`src/rtl/lightbike_pkg.sv`:
```
// Shared definitions for the lightbike trail-grid blocks.
//   GRID_SIZE / LOG_GRID_SIZE : grid edge in cells and bits per coordinate
//   ADDR_W                    : grid RAM address width, {y,x}
//   sched_state_t             : one-hot scheduler state encoding
//   rd_tag_t                  : owner of an in-flight RAM read
package lightbike_pkg;

   localparam int GRID_SIZE     = 32;
   localparam int LOG_GRID_SIZE = 5;
   localparam int ADDR_W        = 2 * LOG_GRID_SIZE;

   typedef enum logic [6:0] {
      ST_IDLE  = 7'b000_0001,
      ST_CLEAR = 7'b000_0010,
      ST_RD_P1 = 7'b000_0100,
      ST_RD_P2 = 7'b000_1000,
      ST_WR_P1 = 7'b001_0000,
      ST_WR_P2 = 7'b010_0000,
      ST_FIN   = 7'b100_0000
   } sched_state_t;

   typedef enum logic [1:0] {
      TAG_NONE = 2'd0,
      TAG_VGA  = 2'd1,
      TAG_P1   = 2'd2,
      TAG_P2   = 2'd3
   } rd_tag_t;

endpackage

```
`src/rtl/grid_access_scheduler.sv`:
```
// Owns the single-port trail-grid RAM and shares it between the VGA renderer
// (reads, strict priority) and the game engine (clear, head reads, marks).
// A tick is sequenced atomically: read p1 cell, read p2 cell, mark both, done.
// Ports:
//   clk, reset                 : clock, synchronous active-high reset
//   vga_req/vga_x/vga_y        : renderer read request (granted every cycle)
//   vga_valid/vga_data         : read response, one cycle after vga_req
//   clear_req, tick            : start a grid clear / a movement tick
//   p1_x/p1_y/p2_x/p2_y        : new head positions, sampled on tick
//   busy, done                 : operation in progress / one-cycle completion
//   p1_hit, p2_hit, head_on    : collision results, valid with done, held
//   mem_addr/mem_we/mem_wdata  : grid RAM command ({y,x} address)
//   mem_rdata                  : grid RAM read data, one-cycle latency
module grid_access_scheduler #(
   parameter int GRID_SIZE     = lightbike_pkg::GRID_SIZE,
   parameter int LOG_GRID_SIZE = lightbike_pkg::LOG_GRID_SIZE
) (
   input  logic                       clk,
   input  logic                       reset,
   input  logic                       vga_req,
   input  logic [LOG_GRID_SIZE-1:0]   vga_x,
   input  logic [LOG_GRID_SIZE-1:0]   vga_y,
   output logic                       vga_valid,
   output logic                       vga_data,
   input  logic                       clear_req,
   input  logic                       tick,
   input  logic [LOG_GRID_SIZE-1:0]   p1_x,
   input  logic [LOG_GRID_SIZE-1:0]   p1_y,
   input  logic [LOG_GRID_SIZE-1:0]   p2_x,
   input  logic [LOG_GRID_SIZE-1:0]   p2_y,
   output logic                       busy,
   output logic                       done,
   output logic                       p1_hit,
   output logic                       p2_hit,
   output logic                       head_on,
   output logic [2*LOG_GRID_SIZE-1:0] mem_addr,
   output logic                       mem_we,
   output logic                       mem_wdata,
   input  logic                       mem_rdata
);
   import lightbike_pkg::*;

   localparam int AW = 2 * LOG_GRID_SIZE;
   localparam logic [LOG_GRID_SIZE-1:0] EDGE_MAX = LOG_GRID_SIZE'(GRID_SIZE - 1);
   localparam logic [AW-1:0]            LAST_ADDR = AW'(GRID_SIZE * GRID_SIZE - 1);

   sched_state_t state, state_nxt;
   rd_tag_t      rd_tag, tag_nxt;

   logic [AW-1:0]            clr_cnt;
   logic [AW-1:0]            p1_addr, p2_addr;
   logic [LOG_GRID_SIZE-1:0] clr_x, clr_y;
   logic                     clr_border;
   logic                     game_grant;

   assign clr_x      = clr_cnt[LOG_GRID_SIZE-1:0];
   assign clr_y      = clr_cnt[AW-1:LOG_GRID_SIZE];
   assign clr_border = (clr_x == '0) || (clr_x == EDGE_MAX) ||
                       (clr_y == '0) || (clr_y == EDGE_MAX);
   assign game_grant = !vga_req;

   // Responses are steered by who issued the read, so a VGA read that lands
   // right after the last game read cannot steal or lose the game's data.
   assign vga_valid = (rd_tag == TAG_VGA);
   assign vga_data  = vga_valid & mem_rdata;

   always_comb begin
      state_nxt = state;
      tag_nxt   = TAG_NONE;
      mem_addr  = '0;
      mem_we    = 1'b0;
      mem_wdata = 1'b0;
      busy      = 1'b0;
      done      = 1'b0;

      if (vga_req) begin
         mem_addr = {vga_y, vga_x};
         tag_nxt  = TAG_VGA;
      end

      // RAM-touching states stall whole while VGA owns the port;
      // IDLE and FIN never touch the RAM so they never stall.
      unique case (state)
         ST_IDLE: begin
            if (clear_req)  state_nxt = ST_CLEAR;
            else if (tick)  state_nxt = ST_RD_P1;
         end
         ST_CLEAR: begin
            busy = 1'b1;
            if (game_grant) begin
               mem_addr  = clr_cnt;
               mem_we    = 1'b1;
               mem_wdata = clr_border;
               if (clr_cnt == LAST_ADDR) state_nxt = ST_FIN;
            end
         end
         ST_RD_P1: begin
            busy = 1'b1;
            if (game_grant) begin
               mem_addr  = p1_addr;
               tag_nxt   = TAG_P1;
               state_nxt = ST_RD_P2;
            end
         end
         ST_RD_P2: begin
            busy = 1'b1;
            if (game_grant) begin
               mem_addr  = p2_addr;
               tag_nxt   = TAG_P2;
               state_nxt = ST_WR_P1;
            end
         end
         ST_WR_P1: begin
            busy = 1'b1;
            if (game_grant) begin
               mem_addr  = p1_addr;
               mem_we    = 1'b1;
               mem_wdata = 1'b1;
               state_nxt = ST_WR_P2;
            end
         end
         ST_WR_P2: begin
            busy = 1'b1;
            if (game_grant) begin
               mem_addr  = p2_addr;
               mem_we    = 1'b1;
               mem_wdata = 1'b1;
               state_nxt = ST_FIN;
            end
         end
         ST_FIN: begin
            done      = 1'b1;
            state_nxt = ST_IDLE;
         end
         default: state_nxt = ST_IDLE;
      endcase

      // An abort must not leave a half-issued write behind.
      if (reset) begin
         mem_we    = 1'b0;
         mem_wdata = 1'b0;
      end
   end

   always_ff @(posedge clk) begin
      if (reset) begin
         state   <= ST_IDLE;
         rd_tag  <= TAG_NONE;
         clr_cnt <= '0;
         p1_addr <= '0;
         p2_addr <= '0;
         p1_hit  <= 1'b0;
         p2_hit  <= 1'b0;
         head_on <= 1'b0;
      end else begin
         state  <= state_nxt;
         rd_tag <= tag_nxt;

         if (state == ST_IDLE) begin
            if (clear_req) begin
               clr_cnt <= '0;
               p1_hit  <= 1'b0;
               p2_hit  <= 1'b0;
               head_on <= 1'b0;
            end else if (tick) begin
               p1_addr <= {p1_y, p1_x};
               p2_addr <= {p2_y, p2_x};
               head_on <= ({p1_y, p1_x} == {p2_y, p2_x});
               p1_hit  <= 1'b0;
               p2_hit  <= 1'b0;
            end
         end

         if (state == ST_CLEAR && game_grant) clr_cnt <= clr_cnt + 1'b1;

         // A head-on is a collision for both riders regardless of the cell.
         if (rd_tag == TAG_P1) p1_hit <= mem_rdata | head_on;
         if (rd_tag == TAG_P2) p2_hit <= mem_rdata | head_on;
      end
   end

endmodule

```
`config.mk`:
```
export PLATFORM = sky130hd
export DESIGN_NAME = grid_access_scheduler
export DESIGN_NICKNAME = d
export VERILOG_FILES = /design/src/rtl/lightbike_pkg.sv /design/src/rtl/grid_access_scheduler.sv
export SDC_FILE = /design/constraint.sdc
export NUM_CORES = 1
export LEC_CHECK = 0
export ABC_CLOCK_PERIOD_IN_PS = 3100
export CAP_MARGIN = 15
export CORE_ASPECT_RATIO = 1.5
export CORE_UTILIZATION = 51
export DETAILED_ROUTE_END_ITERATION = 12
export PLACE_DENSITY = 0.9
export SLEW_MARGIN = 20
export SYNTH_ARGS = -nofsm -noshare
export SYNTH_HDL_FRONTEND = slang
export SYNTH_SLANG_ARGS = --single-unit
export TNS_END_PERCENT = 100
```
`constraint.sdc`:
```
create_clock -name clk -period 3.1 [get_ports clk]
set_input_delay 0.93 -clock clk [delete_from_list [all_inputs] [get_ports clk]]
set_output_delay 0.93 -clock clk [all_outputs]
set_load 0.03 [all_outputs]
```
* Word-level counts from Yosys, hierarchy flattened
Index checks and enable logic that the tools add are counted.
Widths: inputs -> output; s select.
** Cells by class
- Equal/unequal tests :: 21
- $add $sub $neg :: 1
- Multiplexer cells :: 36
- Bitwise operators :: 3
- Reductions and logical operators :: 25
** Operator list (count)
- $mux 10 :: 7
- $mux 7 :: 8
- $pmux 7 s6 :: 1
- $pmux 10 s3 :: 1
- $mux 1 :: 15
- $ne 2x2->1 const B :: 6
- $add 10x1->10 const B :: 1
- $eq 10x10->1 :: 1
- $eq 10x10->1 const B :: 1
- $eq 5x5->1 const B :: 2
- $logic_not 5->1 :: 2
- $reduce_bool 2->1 :: 5
- $reduce_and 2->1 :: 4
- $eq 7x1->1 const B :: 1
- $eq 7x2->1 const B :: 1
- $eq 7x3->1 const B :: 1
- $eq 7x4->1 const B :: 1
- $eq 7x5->1 const B :: 1
- $eq 7x6->1 const B :: 1
- $eq 7x7->1 const B :: 1
- $reduce_and 7->1 :: 1
- $reduce_bool 3->1 :: 2
- $reduce_or 2->1 :: 3
- $reduce_or 5->1 :: 1
- 14 further kinds :: 18
** Word-level totals
- Register bits after elaboration :: 42
- Bits of input ports :: 36
- Logic and storage cells :: 94

* Depth between registers and ports, before layout
- Depth in word-level cells :: 7
- Depth in mapped cells :: 8

* Worst setup path before layout
OpenSTA, ideal clock, no wires.
- Path kind :: register to output
- From :: register state[2]
- To :: output port mem_wdata
- Stages on the path, launching flop included :: 8
- Slack :: -0.178 ns
- Buffers on the path :: 3
- Arrival time :: 2.348 ns
- Cell sequence :: dfxtp_1 buf_6 or4_4 buf_6 nor3_4 buf_2 nand2_1 a211oi_1
** On the way
- Longest elaborated chain between the ends :: 4
** Ends and longest elaborated chain
- start: declaration :: line grid_access_scheduler.sv:47 : sched_state_t state, state_nxt;
- start signal: assignment :: line grid_access_scheduler.sv:156 : state <= state_nxt;
- $eq 7x6->1 or $eq 7x5->1 (tied branches) :: line grid_access_scheduler.sv:83 : unique case (state)
- $reduce_or 2->1 (no source line)
- $pmux 1 s2 (*) :: line grid_access_scheduler.sv:83
- $mux 1 (*) :: line grid_access_scheduler.sv:139 : if (reset) begin
- end: declaration :: line grid_access_scheduler.sv:38 : output logic mem_wdata,
Mark *: on every way between the ends. The rest lies on a longest branch, timed or not.

* Worst setup path after layout
- From :: register state[1]
- To :: output port mem_addr[6]
** On the way
- Longest elaborated chain between the ends :: 3
** Ends and longest elaborated chain
- $eq 7x6->1, or another cell as far along :: line grid_access_scheduler.sv:83
- $reduce_or 2->1 (no source line)
- $pmux 10 s3 (*) :: line grid_access_scheduler.sv:83
- end: declaration :: line grid_access_scheduler.sv:36 : output logic [2*LOG_GRID_SIZE-1:0] mem_addr,
Marked as above.

==> flow_summary.yaml <==
run_status:
  status: "finished clean"
route:
  vias_per_cell: 5.91
  vias: 2442
  drt_iter0_drc: 168
  drc: 0
  final_antenna_net_count: 0
  routedWlPerCell_microns: 16.9
  routed_wl_microns: 6970
  firstDrtPassIters: 4
clocking:
  cts_tree: "built"
  hold_buffers: 0
  cts_root_buffer: "clkbuf_8"
  clkSinkCount: 42
  cts_inserted_buffers: 5
  cts_max_path_buffers: 2
  clkLatencyLatePin_ns: 0.30
  cts.clk_slew.worst_paths_ns: 0.08
  htree_levels: 2
setup_path:
  rr_startpoint: "state[6]"
  crit_fanout: 5
  slowest_delay_ns: 0.57
  cp.required_ns: 2.17
  worst-path-stages: 7
  path_class: "flop to primary output"
  worstSetupStartpointType: "flop"
  r2r_end: "clr_cnt[6]"
  path_cells: "or4_4, nor3_4, buf_6, a22o_1, a211oi_2, a21oi_1, buf_4"
  slowest_stage: "or4_4"
  cp.arrival_ns: 2.12
  critPathBufInv: 2
  critPathCaptureType: "primary output"
  critPathTopFamily: "simple AND/OR/NAND/NOR gates"
  r2r_slack_ns: 0.74
  r2r_cells: 6
logic_synthesis:
  synth_cell_types: 51
  syn_area_sq_mm: 0.00246
  synth-edff-count: 0
  synthCells: 293
  seq_area_frac_synth: 0.341
  synth_top_area_frac: 0.341
  syn_nets: 331
  ys_async_sr_fraction: 0
  ys_top_cells_by_area: "dfxtp_1, mux2i_1, nor2_1, xnor2_1, a211oi_1"
  yosys_most_used_dff: "dfxtp_1"
  ys_ff_latch: 42
  yosysWarningCount: 0
  synth_area_leader_cell: "dfxtp_1"
  synth.avg_cell_area_sq_um: 8.41
floorplanning:
  die_w_microns: 58.8
  rows: 30
  die-height_microns: 87.1
  pin_count: 55
  start_util: 0.538
  fp.dieArea_sq_mm: 0.00512
  floorplan.core_area_sq_mm: 0.00458
sta:
  timing.fmax_mhz: 328
  finalCritPeriodShare: 0.984
  drv_slew: 0
  min_period_ns: 3.05
  setup_viol: 0
  hold_violations: 0
  grt_setup_unrepaired: "yes"
  setup_tns_ns: 0
  worst_pin_slew_ns: 0.557
  maxSlewHeadroom: 0.625
  fin_skew_ns: 0.00553
global_route:
  antenna_found_initial: 0
  grt_pass1_wl_microns: 11000
  grt_pass1_vias: 2362
  grt_start_max_net_pins: 45
  gr-total-overflow: 0
  grt_usage: 0.282
final_layout:
  stdcell_count: 413
  drive_gt1_frac: 0.183
  synthToLayoutAreaGrowth_pct: 31.5
  final_cell_mix: "clkdlybuf4s50_1, dfxtp_1, nor2_1, buf_4, mux2i_1"
  diodes: 0
  fin_nets: 387
  mostFrequentLayoutCell: "clkdlybuf4s50_1"
  n_fill_cell: 363
  final_cell_area_sq_mm: 0.00324
place:
  dp_hpwl_microns: 4660
  routabilityCongestion: 0.853
  place_area_sq_mm: 0.00305
  dp_cells: 400
  io_buffer_count: 54
hold_path:
  hold_class: "flop to flop"
  holdCritStartpoint: "head_on"
  holdPathStages: 2
  holdPathEnd: "head_on"
power:
  power_density_mw_per_mm2: 401
  power.total_mw: 1.30
  ir_drop_mv: 0.288
  leakagePower_nw: 1.32
flow_run:
  drv_cap: 0
==> synthesized netlist by cell type (3+ instances only) <==
cell type	instances
nand3_1	10
a311oi_1	4
nor2_1	34
inv_1	16
o31ai_1	3
or4_1	3
nand2_1	14
clkbuf_1	12
a22oi_1	3
nor2b_1	3
nand2b_1	3
and2_1	3
a22o_1	10
a21oi_1	19
nor4_1	6
buf_2	6
nand4_1	6
xor2_1	3
mux2i_1	21
dfxtp_1	42
xnor2_1	12
a211oi_1	13
nor3_1	9
==> logic make-up after synthesis <==
family,share of synthesized area
DFF,0.341
muxes,0.0945
and+or+nand+nor,0.245
xor gates and xnor gates,0.0533
buffers and inverters,0.0686
adders and majority gates,0.0102
AOI/OAI and AO/OA,0.187
==> worst max-delay path by stage <==
stage	startpoint	end	slack [ns]
final	state[1]	mem_addr[6]	0.05
after global routing	state[1]	mem_addr[6]	-0.02
after CTS	state[3]	mem_addr[2]	0.01
after floorplan	state[3]	mem_addr[0]	-0.002
after global placement	vga_req	mem_we	0.15
after detailed placement	vga_req	mem_addr[3]	0.12
==> through the flow <==
stage                      util  hold WS (ns)  setup WS, ns
after floorplan               -         0.464      -0.00156
after global placement    0.666         0.470         0.148
after detailed placement  0.666         0.476         0.117
after CTS                 0.687         0.486        0.0118
after global routing      0.708         0.523       -0.0184
final                     0.708         0.486        0.0505
==> layer usage <==
metal	up-vias	GRT usage	wire length [microns]
met5	-	0	0
met3	18	0.0446	315
met4	0	0.134	191
li1	1172	-	-
met1	1165	0.338	2580
met2	87	0.481	3890
==> tightest hold or removal path, stage by stage, from the launching register on <==
cell	delay, ns
dfxtp_1	0.33
nand2_1	0.06
a21oi_1	0.05
==> power breakdown <==
| group | switching (mW) | internal [mW] | total (mW) |
|---|---|---|---|
| logic | 0.202 | 0.170 | 0.373 |
| clock network | 0.189 | 0.151 | 0.340 |
| registers | 0.0197 | 0.566 | 0.585 |
==> area by class of cell <==
| cell class | count | area, sq um | share of cell area |
|---|---|---|---|
| clock buffers | 5 | 68.8 | 0.0212 |
| clock inverters | 2 | 10.0 | 0.00309 |
| inverters | 16 | 60.1 | 0.0185 |
| multi-input cells | 213 | 1520 | 0.468 |
| flip-flops and latches | 42 | 851 | 0.263 |
| well taps | 64 | 80.1 | 0.0247 |
| repair buffers | 71 | 654 | 0.202 |
==> timing repair <==
action                                 CTS  global route
gates cloned                             0             3
endpoints found under the hold margin    0             0
setup buffers                            1             2
pin swaps                                1             8
setup endpoints to repair               11            12
gates resized for setup                  4            18
==> state kept, by name (all words and copies together) (netlist names) <==
name,count
clr_cnt,10
head_on,1
p1_addr,10
p1_hit,1
p2_addr,10
p2_hit,1
rd_tag,2
state,7
(Power assumes the default switching activity.)
